===== src/rtl/detect_window_ctrl.sv =====
// Front-end sequencer for the 16-channel seizure detector: frame assembly,
// datapath strobing, window timing and debounced seizure alarm.
module detect_window_ctrl #(
  parameter int IN_W    = 32,
  parameter int N_CH    = 16,
  parameter int WIN_LEN = 40,
  parameter int DP_LAT  = 4,
  parameter int CONSEC  = 3
) (
  input  logic                 clk,
  input  logic                 rst,
  input  logic                 run,
  input  logic                 s_valid,
  output logic                 s_ready,
  input  logic [3:0]           s_chan,
  input  logic [IN_W-1:0]      s_data,
  output logic [N_CH*IN_W-1:0] frame_data,
  output logic                 en_n,
  output logic                 dp_clr,
  input  logic                 seizure_in,
  output logic                 window_done,
  output logic                 alarm,
  output logic                 dup_err
);

  localparam int FCW = $clog2(WIN_LEN);
  localparam int LCW = (DP_LAT > 1) ? $clog2(DP_LAT) : 1;
  localparam int CW  = $clog2(CONSEC + 1);

  typedef enum logic [2:0] {
    IDLE, CLEAR, COLLECT, ISSUE, WAIT, SAMPLE
  } state_e;

  state_e              state_q, state_d;
  logic [N_CH*IN_W-1:0] frame_q;
  logic [N_CH-1:0]     mask_q;
  logic [FCW-1:0]      frame_cnt_q;
  logic [LCW-1:0]      lat_cnt_q;
  logic [CW-1:0]       consec_q;
  logic                alarm_q, dup_q;
  logic                s_ready_q, en_n_q, dp_clr_q, wd_q;
  logic                s_ready_d, en_n_d, dp_clr_d, wd_d;

  logic                acc, full, last_frame, lat_done;
  logic [N_CH-1:0]     mask_set;
  logic [CW-1:0]       consec_inc;

  assign acc        = s_valid & s_ready_q & (state_q == COLLECT);
  assign mask_set   = mask_q | (N_CH'(1) << s_chan);
  assign full       = &mask_set;
  assign last_frame = frame_cnt_q == FCW'(WIN_LEN - 1);
  assign lat_done   = lat_cnt_q == LCW'(DP_LAT - 1);
  assign consec_inc = (consec_q == CW'(CONSEC)) ? consec_q
                                                : consec_q + 1'b1;

  always_ff @(posedge clk or negedge rst) begin
    if (!rst) begin
      state_q   <= IDLE;
      s_ready_q <= 1'b0;
      en_n_q    <= 1'b1;
      dp_clr_q  <= 1'b0;
      wd_q      <= 1'b0;
    end else begin
      state_q   <= state_d;
      s_ready_q <= s_ready_d;
      en_n_q    <= en_n_d;
      dp_clr_q  <= dp_clr_d;
      wd_q      <= wd_d;
    end
  end

  always_comb begin
    state_d = state_q;
    unique case (state_q)
      IDLE:    if (run) state_d = CLEAR;
      CLEAR:   state_d = COLLECT;
      COLLECT: begin
        if (!run)             state_d = IDLE;
        else if (acc && full) state_d = ISSUE;
      end
      ISSUE:   state_d = last_frame ? WAIT : COLLECT;
      WAIT:    if (lat_done) state_d = SAMPLE;
      SAMPLE:  state_d = run ? CLEAR : IDLE;
      default: state_d = IDLE;
    endcase
  end

  // Strobes are registered from the next state so they align with it
  always_comb begin
    s_ready_d = state_d == COLLECT;
    en_n_d    = state_d != ISSUE;
    dp_clr_d  = state_d == CLEAR;
    wd_d      = state_d == SAMPLE;
  end

  always_ff @(posedge clk or negedge rst) begin
    if (!rst) begin
      frame_q     <= '0;
      mask_q      <= '0;
      frame_cnt_q <= '0;
      lat_cnt_q   <= '0;
      consec_q    <= '0;
      alarm_q     <= 1'b0;
      dup_q       <= 1'b0;
    end else begin
      unique case (state_q)
        CLEAR: begin
          frame_cnt_q <= '0;
          mask_q      <= '0;
        end
        COLLECT: begin
          if (!run) begin
            mask_q <= '0;
          end else if (acc) begin
            frame_q[s_chan*IN_W +: IN_W] <= s_data;
            mask_q <= mask_set;
            if (mask_q[s_chan]) dup_q <= 1'b1;
          end
        end
        ISSUE: begin
          mask_q      <= '0;
          frame_cnt_q <= frame_cnt_q + 1'b1;
          lat_cnt_q   <= '0;
        end
        WAIT: lat_cnt_q <= lat_cnt_q + 1'b1;
        SAMPLE: begin
          if (seizure_in) begin
            consec_q <= consec_inc;
            alarm_q  <= consec_inc == CW'(CONSEC);
          end else begin
            consec_q <= '0;
            alarm_q  <= 1'b0;
          end
        end
        default: ;
      endcase
    end
  end

  assign s_ready     = s_ready_q;
  assign en_n        = en_n_q;
  assign dp_clr      = dp_clr_q;
  assign window_done = wd_q;
  assign frame_data  = frame_q;
  assign alarm       = alarm_q;
  assign dup_err     = dup_q;

endmodule


===== config.mk =====
export PLATFORM = sky130hd
export DESIGN_NAME = detect_window_ctrl
export DESIGN_NICKNAME = d
export VERILOG_FILES = /design/src/rtl/detect_window_ctrl.sv
export SDC_FILE = /design/constraint.sdc
export NUM_CORES = 1
export LEC_CHECK = 0
export CAP_MARGIN = 30
export CORE_ASPECT_RATIO = 1.4
export CORE_MARGIN = 2
export CORE_UTILIZATION = 30
export DETAILED_ROUTE_END_ITERATION = 16
export HOLD_SLACK_MARGIN = 0.15
export PLACE_DENSITY = 0.61
export SLEW_MARGIN = 40
export SYNTH_ARGS = -nofsm -noshare
export SYNTH_HDL_FRONTEND = slang
export SYNTH_SLANG_ARGS = --single-unit
export TNS_END_PERCENT = 50

===== constraint.sdc =====
create_clock -name clk -period 2.57 [get_ports clk]
set_clock_uncertainty 0.2 [all_clocks]
set_input_delay 0.514 -clock clk [delete_from_list [all_inputs] [get_ports clk]]
set_output_delay 0.514 -clock clk [all_outputs]
set_load 0.03 [all_outputs]

==> metrics.txt <==
relative max-transition margin=around half; total die area=0.07489 mm2; dpl ws=-894.7 ps; vias post-DR=18256; worst-margin pin slew=765.1 ps; CTS tree=built; net count reported at finish=2777; Tcrit/Tclk final=between 90% and 100%; Final ANT Viol Nets=0; IO Port Bufs=around 560; clock power share=41.8%; Rows=117; CTS sink cnt=547; Setup-failing EPs final=0; placed cell area=just under 0.03 mm2; CP Max Fanout=1; leakage power=13.79 nW; Die Width=about 230 um; CP required=1860 ps; CP Cell Sequence=clkdlybuf4s50_1; starting density of the core=30.15%; Setup crit start kind=register; DR iter-0 viols=around 1100; family with the most delay on the worst path=buffers and inverters; Die Y-Extent=323 um; Switch Pwr=5.141 mW; grt ovf=0; hpwl dp=59190 um; number of buffers created by CTS=56; Core Util, Final=43.87%; Tmin final=2503 ps; most frequent cells in the layout=nand2_1, clkdlybuf4s50_1, dfrtp_1; total number of yosys warnings=0; area fraction of the dominant cell type after synthesis=62.66%; Worst Setup Path Type=reg -> out; Hold Crit Class=in -> reg; P_int=14.51 mW; Min Hold Slack=217.6 ps; Total GRT Usage=21.72%; CTS root buffer=clkbuf_16; clock latency on the worst-skew pair=620 ps; max-cap violations=0; Worst setup EP type=primary output; cell taking the most area after synthesis=dfrtp_1; First-pass DRT Iterations=5; CP max stage cell=clkdlybuf4s50_1; Syn Inst Count=2111; Max rail drop VDD=0.0005245 V; status=finished, final reports clean; synth top area cells=dfrtp_1, nand2_1, o21ai_0, mux2_2, o31ai_1; routed vias/inst=4.901; first-pass GRT wire length=between 100000 and 150000 um; P per Cell Area=619.4 mW/mm2; Synth Register Bits=547; Slew Limit Fails=0; unrepaired setup endpoints after global routing=false; final WL=82710 um; Switching Share=about a quarter; non-filler cells, final=3725; Syn-to-layout area delta=45.48%; Final WS setup=67.25 ps; Seq pwr share=46.0%; per-cell routed wire length=22.21 um; Synth Cell Area=between 0.02 and 0.025 mm2; commonest non-fill, non-tap cell in the layout=nand2_1; ratio of cells with drive above 1 in the final layout=13.74%; core area=0.07232 mm2; vias in the first global route=18312; crit-path max cell delay=660 ps; CTS H-Tree Depth=2; Seq/Total Area, Yosys=62.78%; Mapped Nets=~2200; largest net degree at the start of global routing=72; Worst-path clk slew=around 60 ps; clk buf depth=3; initial antenna violation count=2; RD Place Congestion=slightly below 0.9; placed cell count=3617; maximum clock rate=399.6 MHz; combinational power share=12.2%; Distinct cells, synth=55; Fin. Hold Viols=0; CP arrival=1790 ps; Residual DRC=0; Buf/Inv on CP=1; final instance area=0.03172 mm2; Worst R2R Setup Slack=250 ps; IO Count=559; Mean Syn Cell Area=10.33 um2
[area by class of cell]
cell class / instances / area [um2]
multi-input combinational: 1367 / 7473
clock buffer: 86 / 1665
clock inverter: 17 / 183.9
tap: 952 / 1191
sequential: 547 / 13690
inverter: 26 / 100.1
antenna: 1 / 2.502
fill: 6918 / 40590
timing repair buffer: 729 / 7418
[worst paths after layout]
check,from,to,depth (start not counted)
max in group asynchronous,rst,frame_data[250],4
worst max-delay path,en_n,en_n,1
worst max register to register,state_q[2],s_ready,5
min in group asynchronous,rst,frame_data[71],2
worst min-delay path,s_chan[0],frame_data[236],4
worst min register to register,frame_data[175],frame_data[175],2
[flip-flops by register name, indices dropped and copies added (netlist names)]
name and cells:
frame_data 512, mask_q 16, frame_cnt_q 6, state_q 3, consec_q 2, lat_cnt_q 2
alarm 1, dp_clr 1, dup_err 1, en_n 1, s_ready 1, window_done 1
[per-stage QoR]
stage               power, mW  TNS (ps)
floorplan               10.20     -1182
global placement        11.55   -347990
detailed placement      11.59   -366160
CTS                     19.89    -17.92
global route            20.39         0
finish                  19.65         0
[synthesized netlist by cell type, drive strengths merged]
library cell    n
inv            25
nand2b          5
and3            7
o22a            1
a21oi          10
nor3b           2
o31ai          99
nor2b          10
nand4b          1
nand3b          1
dfstp           1
a31oi           1
buf            25
nor4b           2
dfrtp         546
o21ai         324
and2            8
mux2i           1
and3b           4
or3             1
o21bai          2
a22o            4
a222oi          1
nor2           20
or4b            1
a21boi          1
mux2          103
a21o            5
nand4          14
a211oi          1
mux4            4
o32ai           1
clkinv          1
clkbuf        146
nand2         657
nor3            5
a22oi           1
nand3          46
ha              9
a221oi          2
a32o           12
and4            1
[logic make-up after synthesis]
group	share of synthesized area, %
simple gates	14.95
flops	62.78
compound gates	12.42
buf+inv	3.563
mux	5.778
fa+ha+maj	0.5164
[power by group through the flow]
stage / clock [mW] / sequential [mW] / combinational (mW)
floorplan: 0 / 9.59 / 0.604
global placement: 0 / 9.18 / 2.36
detailed placement: 0 / 9.19 / 2.40
CTS: 8.44 / 9.04 / 2.41
global route: 8.78 / 9.06 / 2.56
finish: 8.21 / 9.04 / 2.40
[metal layers]
metal / vias up / global-route usage, % / part of all wire, %
met1: 9096 / 26.78 / 40
met5: - / 0 / 0.016
met4: 2 / 8.789 / 4.1
li1: 8344 / - / -
met3: 154 / 5.192 / 6.8
met2: 660 / 36.47 / 49
[what timing repair did]
item                                    in CTS  in global routing
buffers inserted                             0                  2
endpoints found under the setup margin     369                147
hold buffers                                 1                  0
gates resized for setup                      3                  4
cloned                                       0                  1
hold endpoints to repair                   405                  0
pin swaps                                    0                  1
(Power assumes the default switching activity.)
